[config.mk]
export PLATFORM = sky130hd
export DESIGN_NAME = fht_ctrl
export DESIGN_NICKNAME = d
export VERILOG_FILES = /design/src/rtl/fht_pkg.sv /design/src/rtl/fht_addr_gen.sv /design/src/rtl/fht_ctrl.sv
export SDC_FILE = /design/constraint.sdc
export NUM_CORES = 1
export LEC_CHECK = 0
export ABC_AREA = 1
export CAP_MARGIN = 20
export CORE_MARGIN = 2
export CORE_UTILIZATION = 35
export CTS_CLUSTER_SIZE = 8
export DETAILED_ROUTE_END_ITERATION = 10
export SKIP_LAST_GASP = 1
export SLEW_MARGIN = 5
export SYNTH_ARGS = -nofsm -noshare
export SYNTH_HDL_FRONTEND = slang
export SYNTH_HIERARCHICAL = 1
export SYNTH_SLANG_ARGS = --single-unit
[constraint.sdc]
create_clock -name iCLK -period 11.73 [get_ports iCLK]
set_clock_uncertainty 0.05 [all_clocks]
set_input_delay 2.9325 -clock iCLK [delete_from_list [all_inputs] [get_ports iCLK]]
set_output_delay 2.9325 -clock iCLK [all_outputs]
set_load 0.02 [all_outputs]
[src/rtl/fht_pkg.sv]
// Shared constants and types for the FHT sequencer / address generator.
package fht_pkg;

  localparam int N      = 256;               // transform length (power of 2, >= 16)
  localparam int A_BIT  = $clog2(N) - 2;     // bank address width, N/4 words per bank
  localparam int LAT    = 4;                 // butterfly latency, read address to write address
  localparam int STAGES = A_BIT + 1;         // number of FHT stages

  typedef enum logic [1:0] {
    IDLE,
    READ,
    FLUSH
  } state_t;

endpackage

[src/rtl/fht_addr_gen.sv]
// Combinational butterfly address map: bank word j at stage s -> sector bias,
// mirrored read address, twiddle address, sector index and upper-half flag.
module fht_addr_gen
  import fht_pkg::*;
#(
  parameter int AW = A_BIT,
  parameter int SW = $clog2(AW + 1)
) (
  input  logic [AW-1:0] j,
  input  logic [SW-1:0] s,
  output logic [AW-1:0] bias,
  output logic [AW-1:0] rd_lo,
  output logic [AW-1:0] rd_hi,
  output logic [AW-1:0] coef,
  output logic [AW-1:0] sector,
  output logic          upper
);

  logic [AW:0]   k_size;   // sector size K = 2^s, one bit wider so K = N/4 fits
  logic [AW-1:0] mask;     // K-1
  logic [AW-1:0] k;        // offset of j inside its sector

  // Split j into sector base and offset, then mirror the offset inside the sector.
  always_comb begin
    k_size = {{AW{1'b0}}, 1'b1} << s;
    // At the last stage K = N/4 wraps to 0 in AW bits, so the mask becomes all ones.
    mask   = k_size[AW-1:0] - {{(AW-1){1'b0}}, 1'b1};
    bias   = j & ~mask;
    k      = j & mask;
    rd_lo  = bias | k;
    rd_hi  = bias | ((k_size[AW-1:0] - k) & mask);
    coef   = k << (AW - int'(s));
    sector = j >> s;
    upper  = (s != '0) && ({1'b0, k} >= (k_size >> 1));
  end

endmodule

[src/rtl/fht_ctrl.sv]
// Stage sequencer for an in-place radix-2 FHT: one butterfly per cycle,
// registered read/twiddle addresses, LAT-deep write path and ping-pong control.
module fht_ctrl
  import fht_pkg::*;
#(
  parameter int NPT     = N,
  parameter int AW      = A_BIT,
  parameter int LATENCY = LAT
) (
  input  logic          iCLK,
  input  logic          iRESET,
  input  logic          iSTART,
  output logic          oST_ZERO,
  output logic          oST_LAST,
  output logic          o2ND_PART_SUBSEC,
  output logic [AW-1:0] oSECTOR,
  output logic [AW-1:0] oADDR_RD_0,
  output logic [AW-1:0] oADDR_RD_1,
  output logic [AW-1:0] oADDR_RD_2,
  output logic [AW-1:0] oADDR_RD_3,
  output logic [AW-1:0] oADDR_WR,
  output logic [AW-1:0] oADDR_WR_BIAS,
  output logic [AW-1:0] oADDR_COEF,
  output logic          oWE_A,
  output logic          oWE_B,
  output logic          oSOURCE_DATA,
  output logic          oSOURCE_CONT,
  output logic          oRDY
);

  localparam int SW = $clog2(AW + 1);
  localparam int FW = $clog2(LATENCY + 1);
  localparam logic [AW-1:0] J_LAST = AW'(NPT / 4 - 1);
  localparam logic [SW-1:0] S_LAST = SW'(AW);

  state_t        state;
  logic [AW-1:0] addr_rd;
  logic [AW-1:0] addr_rd_bias;
  logic [SW-1:0] stage;
  logic          EOF_READ;
  logic [FW-1:0] flush_cnt;
  logic          flush_last;

  logic          ld;
  logic [AW-1:0] j_nxt;
  logic [SW-1:0] s_nxt;

  logic [AW-1:0] g_bias, g_rd_lo, g_rd_hi, g_coef, g_sector;
  logic          g_upper;

  logic [AW-1:0]      wr_addr_q [LATENCY];
  logic [AW-1:0]      wr_bias_q [LATENCY];
  logic [LATENCY-1:0] we_a_q;
  logic [LATENCY-1:0] we_b_q;

  assign flush_last = (flush_cnt == FW'(LATENCY - 1));

  // Next butterfly index and stage; ld marks cycles where they change, so the
  // address registers hold their value through FLUSH and IDLE.
  always_comb begin
    // NOTE: every always_comb output gets a default first, otherwise paths that skip an assignment infer latches.
    ld    = 1'b0;
    j_nxt = addr_rd;
    s_nxt = stage;
    unique case (state)
      IDLE: if (iSTART) begin
        ld    = 1'b1;
        j_nxt = '0;
        s_nxt = '0;
      end
      READ: if (addr_rd != J_LAST) begin
        ld    = 1'b1;
        j_nxt = addr_rd + 1'b1;
      end
      FLUSH: if (flush_last && stage != S_LAST) begin
        ld    = 1'b1;
        j_nxt = '0;
        s_nxt = stage + 1'b1;
      end
      default: ;
    endcase
  end

  // Address map evaluated on the next index so the registered outputs line up with addr_rd.
  fht_addr_gen #(.AW(AW), .SW(SW)) u_addr_gen (
    .j      (j_nxt),
    .s      (s_nxt),
    .bias   (g_bias),
    .rd_lo  (g_rd_lo),
    .rd_hi  (g_rd_hi),
    .coef   (g_coef),
    .sector (g_sector),
    .upper  (g_upper)
  );

  // Control FSM, counters and registered read-side outputs.
  always_ff @(posedge iCLK or posedge iRESET) begin
    if (iRESET) begin
      state            <= IDLE;
      stage            <= '0;
      addr_rd          <= '0;
      addr_rd_bias     <= '0;
      EOF_READ         <= 1'b1;
      flush_cnt        <= '0;
      oRDY             <= 1'b1;
      oSOURCE_CONT     <= 1'b0;
      oSOURCE_DATA     <= 1'b0;
      oST_ZERO         <= 1'b0;
      oST_LAST         <= 1'b0;
      o2ND_PART_SUBSEC <= 1'b0;
      oSECTOR          <= '0;
      oADDR_RD_0       <= '0;
      oADDR_RD_1       <= '0;
      oADDR_RD_2       <= '0;
      oADDR_RD_3       <= '0;
      oADDR_COEF       <= '0;
    end else begin
      // NOTE: sequential state uses non-blocking assignments so every register samples pre-edge values.
      if (ld) begin
        addr_rd          <= j_nxt;
        stage            <= s_nxt;
        addr_rd_bias     <= g_bias;
        oSOURCE_DATA     <= s_nxt[0];
        oST_ZERO         <= (s_nxt == '0);
        oST_LAST         <= (s_nxt == S_LAST);
        o2ND_PART_SUBSEC <= g_upper;
        oSECTOR          <= g_sector;
        oADDR_RD_0       <= g_rd_lo;
        oADDR_RD_1       <= g_rd_lo;
        oADDR_RD_2       <= g_rd_hi;
        oADDR_RD_3       <= g_rd_hi;
        oADDR_COEF       <= g_coef;
      end
      unique case (state)
        IDLE: if (iSTART) begin
          state        <= READ;
          EOF_READ     <= 1'b0;
          oRDY         <= 1'b0;
          oSOURCE_CONT <= 1'b1;
        end
        READ: if (addr_rd == J_LAST) begin
          state     <= FLUSH;
          EOF_READ  <= 1'b1;
          flush_cnt <= '0;
        end
        FLUSH: begin
          if (flush_last) begin
            if (stage == S_LAST) begin
              state        <= IDLE;
              oRDY         <= 1'b1;
              oSOURCE_CONT <= 1'b0;
            end else begin
              state    <= READ;
              EOF_READ <= 1'b0;
            end
          end else begin
            flush_cnt <= flush_cnt + 1'b1;
          end
        end
        default: state <= IDLE;
      endcase
    end
  end

  // Write-side delay line: read address, bias and valid delayed by the butterfly latency.
  always_ff @(posedge iCLK or posedge iRESET) begin
    if (iRESET) begin
      // NOTE: this delay line is reset because an abandoned transform must not leave writes in flight.
      for (int i = 0; i < LATENCY; i++) begin
        wr_addr_q[i] <= '0;
        wr_bias_q[i] <= '0;
      end
      we_a_q <= '0;
      we_b_q <= '0;
    end else begin
      wr_addr_q[0] <= addr_rd;
      wr_bias_q[0] <= addr_rd_bias;
      we_a_q[0]    <= (state == READ) &  stage[0];
      we_b_q[0]    <= (state == READ) & ~stage[0];
      for (int i = 1; i < LATENCY; i++) begin
        wr_addr_q[i] <= wr_addr_q[i-1];
        wr_bias_q[i] <= wr_bias_q[i-1];
        we_a_q[i]    <= we_a_q[i-1];
        we_b_q[i]    <= we_b_q[i-1];
      end
    end
  end

  assign oADDR_WR      = wr_addr_q[LATENCY-1];
  assign oADDR_WR_BIAS = wr_bias_q[LATENCY-1];
  assign oWE_A         = we_a_q[LATENCY-1];
  assign oWE_B         = we_b_q[LATENCY-1];

endmodule

==> results of run 1 <==
sequential cells by signal (all words and copies together) (netlist names):
name              cells
wr_addr_q            18
addr_rd_bias          6
oST_LAST              1
addr_rd               6
oSECTOR               6
stage                 3
wr_bias_q            18
oSOURCE_CONT          1
oRDY                  1
flush_cnt             3
oADDR_RD_3            6
oADDR_WR_BIAS         6
o2ND_PART_SUBSEC      1
state                 2
oADDR_COEF            6
oADDR_WR              6
we_a_q                4
oST_ZERO              1
oADDR_RD_1            6
we_b_q                4
per-stage QoR:
step                instances  hold WS (ns)  power [mW]  util [%]
finish                    760         0.292       0.659      41.5
global route              760         0.297       0.684      41.5
global placement          746         0.281       0.377      39.5
detailed placement        746         0.285       0.377      39.5
CTS                       760         0.293       0.671      41.5
floorplan                 550         0.281       0.374         -
worst max-delay path, delay by kind of cell:
family	cells	cell delay, ns
and+or+nand+nor	12	1.40
buffers and inverters	3	1.06
AOI/OAI and AO/OA	1	0.05
adders and majority gates	3	0.80
xor gates and xnor gates	1	0.20
cells by family (layout without fill, tap and decap cells):
kind of cell,Yosys count,after routing,synth area share [%]
simple gates,275,275,24.9
flops,105,105,53.2
buf+inv,99,129,10.3
fa+ha+maj,15,15,3.80
compound gates,54,54,6.59
xor+xnor,2,2,1.11
final timing paths:
check,start,end
min in group asynchronous,iRESET,oADDR_COEF[2]
min reg2reg,wr_bias_q[22],wr_bias_q[16]
max,iSTART,o2ND_PART_SUBSEC
max in group asynchronous,iRESET,wr_bias_q[17]
max reg2reg,stage[0],o2ND_PART_SUBSEC
min,wr_bias_q[22],wr_bias_q[16]
power breakdown:
group	leakage (nW)	internal [mW]	switching, mW
clock network	0.142	0.163	0.126
logic	1.40	0.000869	0.00694
registers	1.26	0.362	0
total	2.79	0.526	0.133
area by class of cell:
cell class,instances,area [µm²],area share [%]
Clock inverter,5,57.6,1.00
Tap cell,180,225,3.92
Multi-Input combinational cell,346,1800,31.3
Sequential cell,105,2630,45.8
Clock buffer,9,225,3.92
Inverter,56,215,3.75
Timing Repair Buffer,59,588,10.2
layer usage:
layer | wire, µm | GRT usage (%) | vias up
met2 | 4990 | 24.5 | 70
met4 | 197 | 5.60 | 0
met3 | 381 | 2.70 | 13
met5 | 0 | 0 | -
li1 | - | - | 1757
met1 | 4740 | 19.4 | 1687
synth_stat cells (2+ instances only):
| cell | number | area, µm² |
|---|---|---|
| buf_4 | 27 | 203 |
| dfrtp_1 | 104 | 2600 |
| xor2_4 | 2 | 55.1 |
| nand3_2 | 4 | 40.0 |
| nor2_2 | 3 | 18.8 |
| o21ai_0 | 24 | 120 |
| inv_1 | 48 | 180 |
| o22ai_1 | 6 | 37.5 |
| nand2_2 | 8 | 50.1 |
| nor2_1 | 24 | 90.1 |
| nor2_4 | 2 | 22.5 |
| inv_2 | 5 | 18.8 |
| nand3_1 | 31 | 155 |
| ha_1 | 15 | 188 |
| clkbuf_1 | 8 | 30.0 |
| o21ai_2 | 4 | 35.0 |
| nand2_4 | 4 | 45.0 |
| nor3_1 | 2 | 10.0 |
| nand2_1 | 185 | 694 |
| nand4_1 | 5 | 31.3 |
| buf_6 | 4 | 45.0 |
| o21ai_1 | 2 | 10.0 |
| buf_2 | 4 | 20.0 |
| a21oi_1 | 10 | 50.1 |
| o211ai_1 | 3 | 22.5 |
| clkinv_1 | 2 | 7.51 |
==> metrics.md, run 1 <==
| Metric | Value |
|---|---|
| Run status | `complete, no violations` |
| Root Driver | `clkbuf_16` |
| Clock Pin Slew Worst Setup and Hold Paths | `0.07 ns` |
| TritonCTS Buffers | `9` |
| Routed WL per cell | `13.6 µm` |
| Cell area after placement | `5460 µm²` |
| Tcrit/Tclk final | `53.3%` |
| PD cells | `115 nW/µm²` |
| Post-Route WL | `10300 µm` |
| PostCTS Resize Cnt | `0` |
| Via density | `4.64` |
| Full die area | `15100 µm²` |
| Cell area after layout | `5740 µm²` |
| Final Hold Vio Count | `0` |
| Remaining Overflow, GRT | `0` |
| CP Data Required Time | `11.92 ns` |
| CTS tree | `built` |
| Port Buffers | `58` |
| Hold depth | `0` |
| Ys flop type | `dfrtp_1` |
| Cell repeated most along the worst path | `nand2_1` |
| Fmax | `0.160 GHz` |
| Distinct cells, synth | `40` |
| Yosys reg bits | `105` |
| Max incr delay on CP | `0.51 ns` |
| R2R depth | `23` |
| Mapped Cells | `550` |
| Clock H-tree levels | `3` |
| Io pins | `59` |
| Vias post-DR | `3527` |
| Final setup violation count | `0` |
| Yosys warning count | `6` |
| Cell Rows | `43` |
| Share of cells above drive strength 1 | `9.83%` |
| Leakage | `2.79 nW` |
| First-pass GRT wire length | `17100 µm` |
| Area grow syn2layout | `16.2%` |
| Max Cap Viol | `0` |
| Initial Util | `35.7%` |
| GPL Wtd Cong | `0.856` |
| Register area share after synthesis | `53.2%` |
| Initial DRC Count | `231` |
| # fillers | `1343` |
| Insertion delay to the later sink of the worst-skew pair | `0.34 ns` |
| Syn Std Cell Area | `4940 µm²` |
| Setup TNS | `0 ns` |
| Post-synth net total | `568` |
| Hold buffer count at CTS | `0` |
| Die height | `123 µm` |
| VDD IR max | `0.0626 mV` |
| Fin. max-slew vios | `0` |
| Cell Chain, Critical Path | `clkdlybuf4s50_1 -> nand3_2 -> nand3_1 -> nand2_1 -> inv_1 -> ha_1 -> nand2_4 -> ha_1 -> inv_1 -> xor2_4 -> and2_4 -> ha_1 -> nand2_1 -> nand3_1 -> nand2_1 -> nand3_1 -> nand2_1 -> a21oi_1 -> nand2_1 -> nand2_1` |
| # diodes | `0` |
| RSZ-0062 raised after global routing | `false` |
| Post-synth EDFFs | `0` |
| CP startpoint kind | `input port` |
| Core Region | `13800 µm²` |
| Die W | `123 µm` |
| DPL Wire Length | `7560 µm` |
| Largest net degree at the start of global routing | `72` |
| Detail Route Antenna Nets | `0` |
| Most common cell after layout, fill and taps aside | `nand2_1` |
| R2R Setup Slk | `7.55 ns` |
| Synthesized area per cell | `8.98 µm²` |
| Minimum clock period | `6.25 ns` |
| Max-slew headroom | `40.4%` |
| Vias in the first global route | `3423` |
| Clk sinks | `105` |
| Worst slack, placed | `5.14 ns` |
| Crit path arrival time | `6.44 ns` |
| DR pass1 iterations | `4` |
| Final worst slack | `5.48 ns` |
| Slew @ Worst Pin | `0.893 ns` |
| Hold Crit Class | `register to register` |
| Async SR Flop Fraction | `100%` |
| NumNets Final | `595` |
| Crit path max fanout | `20` |
| Endpoint class of the critical path | `register` |
| DR DRC count | `0` |
| Initial antenna violation count | `0` |
| Most frequent cells in the layout | `185 x nand2_1, 104 x dfrtp_1, 58 x clkdlybuf4s50_1` |
| Slowest CP cell | `clkdlybuf4s50_1` |
| Setup repair bufs after CTS | `0` |
| CP Class | `input port to register` |
| Max clock buf depth | `2` |
| GRT Total Usage | `14.8%` |
No activity file was read; power rests on OpenSTA's default activity.
==> run 2, diff against run 1 <==
==> constraint.sdc (replaced) <==
create_clock -name iCLK -period 6.2 [get_ports iCLK]
set_clock_uncertainty 0.05 [all_clocks]
set_input_delay 1.55 -clock iCLK [delete_from_list [all_inputs] [get_ports iCLK]]
set_output_delay 1.55 -clock iCLK [all_outputs]
set_load 0.02 [all_outputs]
==> metrics.md, run 2 (synthesized netlist as in run 1, its figures left out) <==
| Metric | Value |
|---|---|
| Reg2reg end | `o2ND_PART_SUBSEC` |
| Tcrit/Tclk final | `78.1%` |
| PD cells | `227 nW/µm² (+97%)` |
| DR pass1 iterations | `4 (unchanged)` |
| Leakage | `2.81 nW (+0.74%)` |
| DPL Wire Length | `7500 µm (-0.72%)` |
| VDD IR max | `0.122 mV (+96%)` |
| Run status | `complete, no violations` |
| Fin. max-slew vios | `0 (unchanged)` |
| Logic pwr share | `1.1% (about the same)` |
| Vias post-DR | `3539 (+0.34%)` |
| Max clock buf depth | `2 (unchanged)` |
| Initial antenna violation count | `0 (unchanged)` |
| PostCTS Resize Cnt | `0 (unchanged)` |
| R2R depth | `23 (unchanged)` |
| Largest net degree at the start of global routing | `73 (+1.4%)` |
| GRT Total Usage | `14.7% (-0.11 points)` |
| Most common cell after layout, fill and taps aside | `nand2_1` |
| Insertion delay to the later sink of the worst-skew pair | `0.34 ns (about the same)` |
| Area grow syn2layout | `17.3%` |
| Final Hold Vio Count | `0 (unchanged)` |
| Remaining Overflow, GRT | `0 (unchanged)` |
| Sequential Power Share | `52.2% (-2.7 points)` |
| Clock H-tree levels | `3 (unchanged)` |
| Setup repair bufs after CTS | `0 (unchanged)` |
| Root Driver | `clkbuf_16` |
| Via density | `4.64 (about the same)` |
| Clk sinks | `105 (unchanged)` |
| Post-Route WL | `10200 µm (-1.1%)` |
| Total power draw | `1.31 mW (+99%)` |
| CP Class | `input port to register` |
| Port Buffers | `58 (unchanged)` |
| Endpoint class of the critical path | `register` |
| TritonCTS Buffers | `9 (unchanged)` |
| Cell area after placement | `5460 µm² (+0.14%)` |
| RSZ-0062 raised after global routing | `false` |
| Crit path arrival time | `5.02 ns (-1.42 ns)` |
| Core Region | `13800 µm² (unchanged)` |
| Setup TNS | `0 ns (unchanged)` |
| Hold depth | `0 (unchanged)` |
| Max-slew headroom | `41.8% (+1.4 points)` |
| Max Cap Viol | `0 (unchanged)` |
| Share of cells above drive strength 1 | `10.1% (+0.29 points)` |
| Initial Util | `35.7% (unchanged)` |
| Switching Power | `0.258 mW (+95%)` |
| NumNets Final | `596 (+0.17%)` |
| Die height | `123 µm (unchanged)` |
| Final setup violation count | `0 (unchanged)` |
| GPL Wtd Cong | `0.906 (+5.8%)` |
| P_int | `1.05 mW (+100%)` |
| Io pins | `59 (unchanged)` |
| CP Data Required Time | `6.38 ns (-5.54 ns)` |
| Switching share of power | `19.7% (-0.46 points)` |
| Full die area | `15100 µm² (unchanged)` |
| Cell Rows | `43 (unchanged)` |
| Initial DRC Count | `256 (+11%)` |
| Hold Crit Class | `register to register` |
| Worst r2r src | `stage[0]` |
| Routed WL per cell | `13.4 µm (-1.5%)` |
| Slew @ Worst Pin | `0.873 ns (-0.0209 ns)` |
| Hold buffer count at CTS | `0 (unchanged)` |
| First-pass GRT wire length | `17100 µm (-0.20%)` |
| # diodes | `0 (unchanged)` |
| Cell area after layout | `5790 µm² (+0.92%)` |
| DR DRC count | `0 (unchanged)` |
| Vias in the first global route | `3433 (+0.29%)` |
| Hold endpoint | `wr_bias_q[11]` |
| Detail Route Antenna Nets | `0 (unchanged)` |
| Worst min-delay path startpoint | `wr_bias_q[17]` |
| Fmax | `0.207 GHz` |
| CTS tree | `built` |
| Most frequent cells in the layout | `185 x nand2_1, 104 x dfrtp_1, 58 x clkdlybuf4s50_1` |
| Clk pwr share | `46.7% (+2.8 points)` |
| Largest registers | `wr_addr_q x18, wr_bias_q x18` |
| Die W | `123 µm (unchanged)` |
| R2R Setup Slk | `2.07 ns (-5.48 ns)` |
| CP startpoint kind | `input port` |
| Clock Pin Slew Worst Setup and Hold Paths | `0.07 ns (about the same)` |
| Crit path max fanout | `20 (unchanged)` |
| Minimum clock period | `4.84 ns` |
[run 2: power groups by stage]
stage / Combinational (mW) / Clock (mW) / Sequential [mW]
after floorplan: 0.00993 / 0 / 0.698
after global placement: 0.0156 / 0 / 0.698
after detailed placement: 0.0162 / 0 / 0.698
after CTS: 0.0162 / 0.630 / 0.684
after global routing: 0.0181 / 0.661 / 0.684
final: 0.0147 / 0.613 / 0.685
[run 2: critical path: stages]
cell	delay, ns
clkdlybuf4s50_1	0.51
nand3_2	0.12
nand3_1	0.14
nand2_1	0.36
inv_1	0.35
ha_1	0.33
nand2_4	0.13
ha_1	0.24
inv_1	0.19
xor2_4	0.19
and2_4	0.19
ha_1	0.22
nand2_1	0.08
nand3_1	0.06
nand2_1	0.06
nand3_1	0.06
nand2_1	0.06
a21oi_1	0.05
nand2_1	0.06
nand2_1	0.06
[run 2: worst max-delay path by stage]
stage / start / to / slack, ns / cells after the start
6_report: iSTART / o2ND_PART_SUBSEC / 1.36 / 20
5_1_grt: iSTART / o2ND_PART_SUBSEC / 1.01 / 20
3_5_place_dp: iSTART / o2ND_PART_SUBSEC / 1.01 / 20
4_1_cts: iSTART / o2ND_PART_SUBSEC / 1.36 / 20
2_1_floorplan: iRESET / addr_rd[0] / 1.84 / 1
3_3_place_gp: iSTART / o2ND_PART_SUBSEC / 1.07 / 20
[run 2: cell type report]
class,count,area [µm²]
clock inverter,5,85.1
timing repair buffer,60,596
sequential,105,2630
tap,180,225
inverter,56,215
clock buffer,11,243
multi-input combinational,346,1800
fill,1360,8040
[run 2: routing by layer]
metal	up-vias	track usage [%]	share of wire (%)
met5	-	0	0
met4	0	5.53	2.0
met3	12	2.70	3.7
met2	61	23.8	48
met1	1700	19.7	46
li1	1766	-	-
[run 2: stage by stage]
| step | hold WS [ns] | util [%] | worst slack [ns] | instances |
|---|---|---|---|---|
| floorplan | 0.281 | - | 1.84 | 550 |
| global placement | 0.281 | 39.5 | 1.07 | 747 |
| detailed placement | 0.285 | 39.5 | 1.01 | 747 |
| CTS | 0.294 | 41.9 | 1.36 | 763 |
| global route | 0.293 | 41.9 | 1.01 | 763 |
| finish | 0.290 | 41.9 | 1.36 | 763 |
